File: config.mk
export PLATFORM = sky130hd
export DESIGN_NAME = serial_sort_engine
export DESIGN_NICKNAME = d
export VERILOG_FILES = /design/src/rtl/serial_sort_engine.sv
export SDC_FILE = /design/constraint.sdc
export NUM_CORES = 1
export LEC_CHECK = 0
export BUFFER_PORTS_ARGS = -buffer_cell sky130_fd_sc_hd__clkbuf_2
export CAP_MARGIN = 20
export CORE_MARGIN = 2
export CORE_UTILIZATION = 50
export DETAILED_ROUTE_END_ITERATION = 8
export PLACE_DENSITY = 0.66
export SLEW_MARGIN = 15
export SYNTH_ARGS = -nofsm -noshare
export SYNTH_HDL_FRONTEND = slang
export SYNTH_SLANG_ARGS = --single-unit
export TNS_END_PERCENT = 30
File: constraint.sdc
create_clock -name clk -period 14.85 [get_ports clk]
set_input_delay 3.7125 -clock clk [delete_from_list [all_inputs] [get_ports clk]]
set_output_delay 3.7125 -clock clk [all_outputs]
set_load 0.05 [all_outputs]
File: src/rtl/serial_sort_engine.sv
// serial_sort_engine
// Frame-based serial sorter: loads N words over a valid/ready stream, sorts
// them with N layers of odd-even transposition compare-exchange (one layer
// per clock), then streams them out with each word's arrival index.
// Optional build macro: SORT_DESCENDING_EN (largest first when defined).
module serial_sort_engine #(
    parameter int WIDTH = 32,
    parameter int N     = 6,
    parameter int IDX_W = 3
) (
    input  logic             clk,
    input  logic             rst,
    input  logic             in_valid,
    output logic             in_ready,
    input  logic [WIDTH-1:0] in_data,
    output logic             out_valid,
    input  logic             out_ready,
    output logic [WIDTH-1:0] out_data,
    output logic [IDX_W-1:0] out_idx,
    output logic             out_last,
    output logic             busy
);

    typedef enum logic [1:0] {LOAD, SORT, DRAIN} state_t;

    state_t           r_state;
    state_t           w_next;
    logic [IDX_W-1:0] r_cnt;          // load position in LOAD, pass number in SORT
    logic [IDX_W-1:0] r_rd;           // read pointer in DRAIN
    logic [WIDTH-1:0] r_data [N];
    logic [IDX_W-1:0] r_idx  [N];
    logic [WIDTH-1:0] w_data [N];     // slot contents after this cycle's layer
    logic [IDX_W-1:0] w_idx  [N];
    logic             w_cnt_last;
    logic             w_rd_last;

    assign w_cnt_last = (r_cnt == IDX_W'(N - 1));
    assign w_rd_last  = (r_rd  == IDX_W'(N - 1));

    // Strict comparison: equal keys never swap, which keeps the sort stable.
    function automatic logic f_swap(input logic [WIDTH-1:0] lo, input logic [WIDTH-1:0] hi);
`ifdef SORT_DESCENDING_EN
        return lo < hi;
`else
        return lo > hi;
`endif
    endfunction

    // One compare-exchange layer; pass parity selects even or odd pairs.
    always_comb begin
        // NOTE: every slot gets its pass-through value first so the
        // conditional swaps below cannot infer latches.
        for (int k = 0; k < N; k++) begin
            w_data[k] = r_data[k];
            w_idx[k]  = r_idx[k];
        end
        for (int k = 0; k < N - 1; k++) begin
            if ((k[0] == r_cnt[0]) && f_swap(r_data[k], r_data[k+1])) begin
                w_data[k]   = r_data[k+1];
                w_data[k+1] = r_data[k];
                w_idx[k]    = r_idx[k+1];
                w_idx[k+1]  = r_idx[k];
            end
        end
    end

    // FSM state register.
    always_ff @(posedge clk or posedge rst) begin
        // NOTE: sequential state uses non-blocking assignments so every
        // register samples pre-edge values regardless of block ordering.
        if (rst) r_state <= LOAD;
        else     r_state <= w_next;
    end

    // FSM next-state logic.
    always_comb begin
        w_next = r_state;
        unique case (r_state)
            LOAD:    if (in_valid && w_cnt_last)  w_next = SORT;
            SORT:    if (w_cnt_last)              w_next = DRAIN;
            DRAIN:   if (out_ready && w_rd_last)  w_next = LOAD;
            default: w_next = LOAD;
        endcase
    end

    // FSM outputs; data outputs are forced to zero outside DRAIN.
    always_comb begin
        in_ready  = 1'b0;
        out_valid = 1'b0;
        out_data  = '0;
        out_idx   = '0;
        out_last  = 1'b0;
        busy      = 1'b1;
        unique case (r_state)
            LOAD: begin
                in_ready = 1'b1;
                busy     = 1'b0;
            end
            SORT: ;
            DRAIN: begin
                out_valid = 1'b1;
                out_data  = r_data[r_rd];
                out_idx   = r_idx[r_rd];
                out_last  = w_rd_last;
            end
            default: busy = 1'b0;
        endcase
    end

    // Slot storage, load/pass counter and read pointer.
    always_ff @(posedge clk or posedge rst) begin
        if (rst) begin
            // NOTE: the slot array is reset explicitly so a reset leaves no
            // stale words visible; it is small enough to live in flops.
            for (int k = 0; k < N; k++) begin
                r_data[k] <= '0;
                r_idx[k]  <= '0;
            end
            r_cnt <= '0;
            r_rd  <= '0;
        end else begin
            unique case (r_state)
                LOAD: begin
                    if (in_valid) begin
                        r_data[r_cnt] <= in_data;
                        r_idx[r_cnt]  <= r_cnt;
                        r_cnt         <= w_cnt_last ? '0 : r_cnt + IDX_W'(1);
                    end
                    r_rd <= '0;
                end
                SORT: begin
                    for (int k = 0; k < N; k++) begin
                        r_data[k] <= w_data[k];
                        r_idx[k]  <= w_idx[k];
                    end
                    r_cnt <= w_cnt_last ? '0 : r_cnt + IDX_W'(1);
                    r_rd  <= '0;
                end
                DRAIN: begin
                    if (out_ready) r_rd <= w_rd_last ? '0 : r_rd + IDX_W'(1);
                    r_cnt <= '0;
                end
                default: begin
                    r_cnt <= '0;
                    r_rd  <= '0;
                end
            endcase
        end
    end

endmodule

==> flow_summary.yaml <==
global_route:
  busiest_layer: "met2"
  grt_util_met1: 0.431
  grtUsageMet3: 0.0509
  grt_pass1_vias: 15000
  antenna_found_initial: 0
  grt_overflow: 0
  grt_first_pass_wirelength_mm: 85.4
  grtUsageMet2: 0.507
  grt_max_degree: 88
  gr-usage-all-layers: 0.317
synthesis:
  syn_area_um2: 16500
  yosysMostFrequentCell: "dfrtp_1"
  synth.top_cell.area_share: 0.331
  synth_edf_count: 0
  ys_types: 70
  avgSynthCellArea_um2: 8.99
  syn_inst: 1834
  netlist_top_cells_count: "218 x dfrtp_1, 183 x nand2_1, 179 x inv_1"
  syn_nets: 2033
  synthArstFlopShare: 1.00
  synth_flop_cell: "dfrtp_1"
  ys_ff_latch: 218
  yosysTopAreaCell: "dfrtp_1"
  ys_seq_area_frac: 0.331
  synth.area.top_cells: "dfrtp_1 33%, ha_1 12%, a21oi_1 5.1%"
  yosys_warnings: 0
floorplan:
  io_pins: 75
  num_rows: 66
  die_h_um: 186
  die-area_um2: 34400
  core_um2: 32500
  start_util: 0.507
  die_w_um: 186
setup_path:
  path_class: "register to primary output"
  crit_buf_inv: 2
  endpoint_kind: "primary output"
  cp-start-kind: "register"
  path_cells: "buf_4, mux4_2, a21oi_1, nor2_1, clkbuf_2"
  required_ns: 11.14
  arrival_ns: 3.32
  cp_max_fo: 50
  crit_family: "buffers and inverters"
  worst_path_max_delay_cell: "buf_4"
  crit_path_max_incr_delay_ns: 0.79
worst_hold_path:
  hold_class: "register to register"
timing:
  setup_viol: 0
  slew_viol_final: 0
  max_freq_mhz: 142
  min_period_ns: 7.04
  post-route-period-util: 0.474
  rsz0062_at_grt: "no"
  final-hold-violation-count: 0
  worst_slew_pin_slew_ns: 1.09
  fin_skew_ns: 0.0117
  fin_setup_tns_ns: 0
  slew-limit-headroom: 0.264
clocking:
  cts.htree.levels: 1
  cts_hold_buf: 0
  postCtsSetupBuffers: 0
  clock_latency_ns: 0.56
  clock-root-buffer: "clkbuf_16"
  cts_tree: "yes"
  cts_buffers: 28
  ctsResizeCount: 0
  clk_path_buf_depth: 3
  path_clk_slew_ns: 0.06
  cts_sinks: 218
placement:
  gp_congestion: 0.890
  port_buffers: 74
  place_hpwl_mm: 34.9
detailed_routing:
  ant_nets: 0
  firstDrtPassIters: 8
  wl_per_cell_um: 23.3
  wirelength_mm: 53.6
  drc: 0
  drtIter0Drc: 1762
  vias: 15000
  vias_per_cell: 6.52
cells_and_area:
  nets: 2035
  drive_above_1_share: 0.145
  diodes: 0
  fillers: 3015
  syn_to_final_growth_pct: 9.44
power_and_ir_drop:
  cellLeakagePower_uw: 0.00764
  max-vdd-ir-drop_uv: 144
  power.total_uw: 4400
  p_per_area_nw_per_um2: 244
run:
  maxCapViolCount: 0
status:
  status: "finished clean"
[kinds of logic (layout without fill, tap and decap cells)]
kind of cell,count (synthesis),after routing,synth area share
muxes,137,137,0.121
and+or+nand+nor,437,437,0.118
DFF,218,218,0.331
buffers and inverters,307,331,0.0742
AOI/OAI and AO/OA,570,570,0.232
xor gates and xnor gates,2,2,0.00106
adders and majority gates,163,163,0.124
[cells in the final DEF (no fill, tap or decap), types with 3 or more instances in the layout]
master,count
clkbuf_1,5
mux2i_1,39
nand2_1,182
a222oi_1,64
a31oi_1,4
a2bb2oi_1,31
o211ai_1,7
nor2_1,127
buf_4,25
inv_1,178
dfrtp_1,216
clkbuf_2,74
nand3_1,14
mux2_2,36
o31ai_1,3
nand4_1,34
ha_1,162
a22o_1,4
o21ai_0,120
mux4_2,35
o22ai_1,34
and3_1,6
a21o_1,22
mux2_4,27
clkbuf_16,29
a221oi_1,4
a211oi_1,6
o221ai_1,34
clkinv_2,11
nor3_1,7
a22oi_1,36
nor4_1,9
a21oi_1,168
clkbuf_8,5
a221o_1,4
nor2b_1,37
[area by class of cell]
cell class / count / area (um^2) / area share
clock buffers: 39 / 813 / 0.0451
clock inverters: 13 / 92.6 / 0.00513
inverters: 180 / 683 / 0.0379
multi-input cells: 1309 / 9880 / 0.548
flip-flops and latches: 218 / 5460 / 0.303
well taps: 442 / 553 / 0.0307
repair buffers: 99 / 558 / 0.0309
[tightest hold or removal path: stages, from the launching register on]
cell and delay [ns]:
dfrtp_1 0.38, nand2_1 0.06, o31ai_1 0.06
[layer usage]
metal / wire, um / share of wire
met1: 22900 / 0.43
met2: 24500 / 0.46
met3: 4220 / 0.079
met4: 1930 / 0.036
met5: 0 / 0
[flip-flops by register name (all words and copies together) (netlist names)]
name / count
r_state: 2
r_idx: 18
r_rd: 3
r_data: 192
r_cnt: 3
[stage by stage]
step                      cell area [um^2]   util  hold slack, ns  setup WS [ns]  cells
final                                18000  0.554           0.537           7.81   2300
after global routing                 18000  0.554           0.556           7.65   2300
after CTS                            18000  0.554           0.537           7.81   2300
after detailed placement             17100  0.527           0.526           8.39   2248
after global placement               17100  0.527           0.520           8.40   2248
after floorplan                      16500      -           0.487           5.17   1834
[where the power goes]
| group | total, uW | internal [uW] | switching, uW |
|---|---|---|---|
| clock | 676 | 397 | 279 |
| combinational | 2560 | 962 | 1600 |
| sequential | 1170 | 822 | 347 |
[worst paths after layout]
path | cells past startpoint | slack (ns) | endpoint | startpoint
worst max register to register | 11 | 10.25 | r_idx[16] | r_data[142]
worst min register to register | 2 | 0.54 | r_idx[13] | r_idx[13]
max in group asynchronous | 3 | 10.06 | r_rd[0] | rst
min in group asynchronous | 2 | 3.27 | r_rd[1] | rst
worst max-delay path | 5 | 7.81 | out_data[31] | r_rd[0]
worst min-delay path | 2 | 0.54 | r_idx[13] | r_idx[13]
Power figures use the tool's default switching activity.
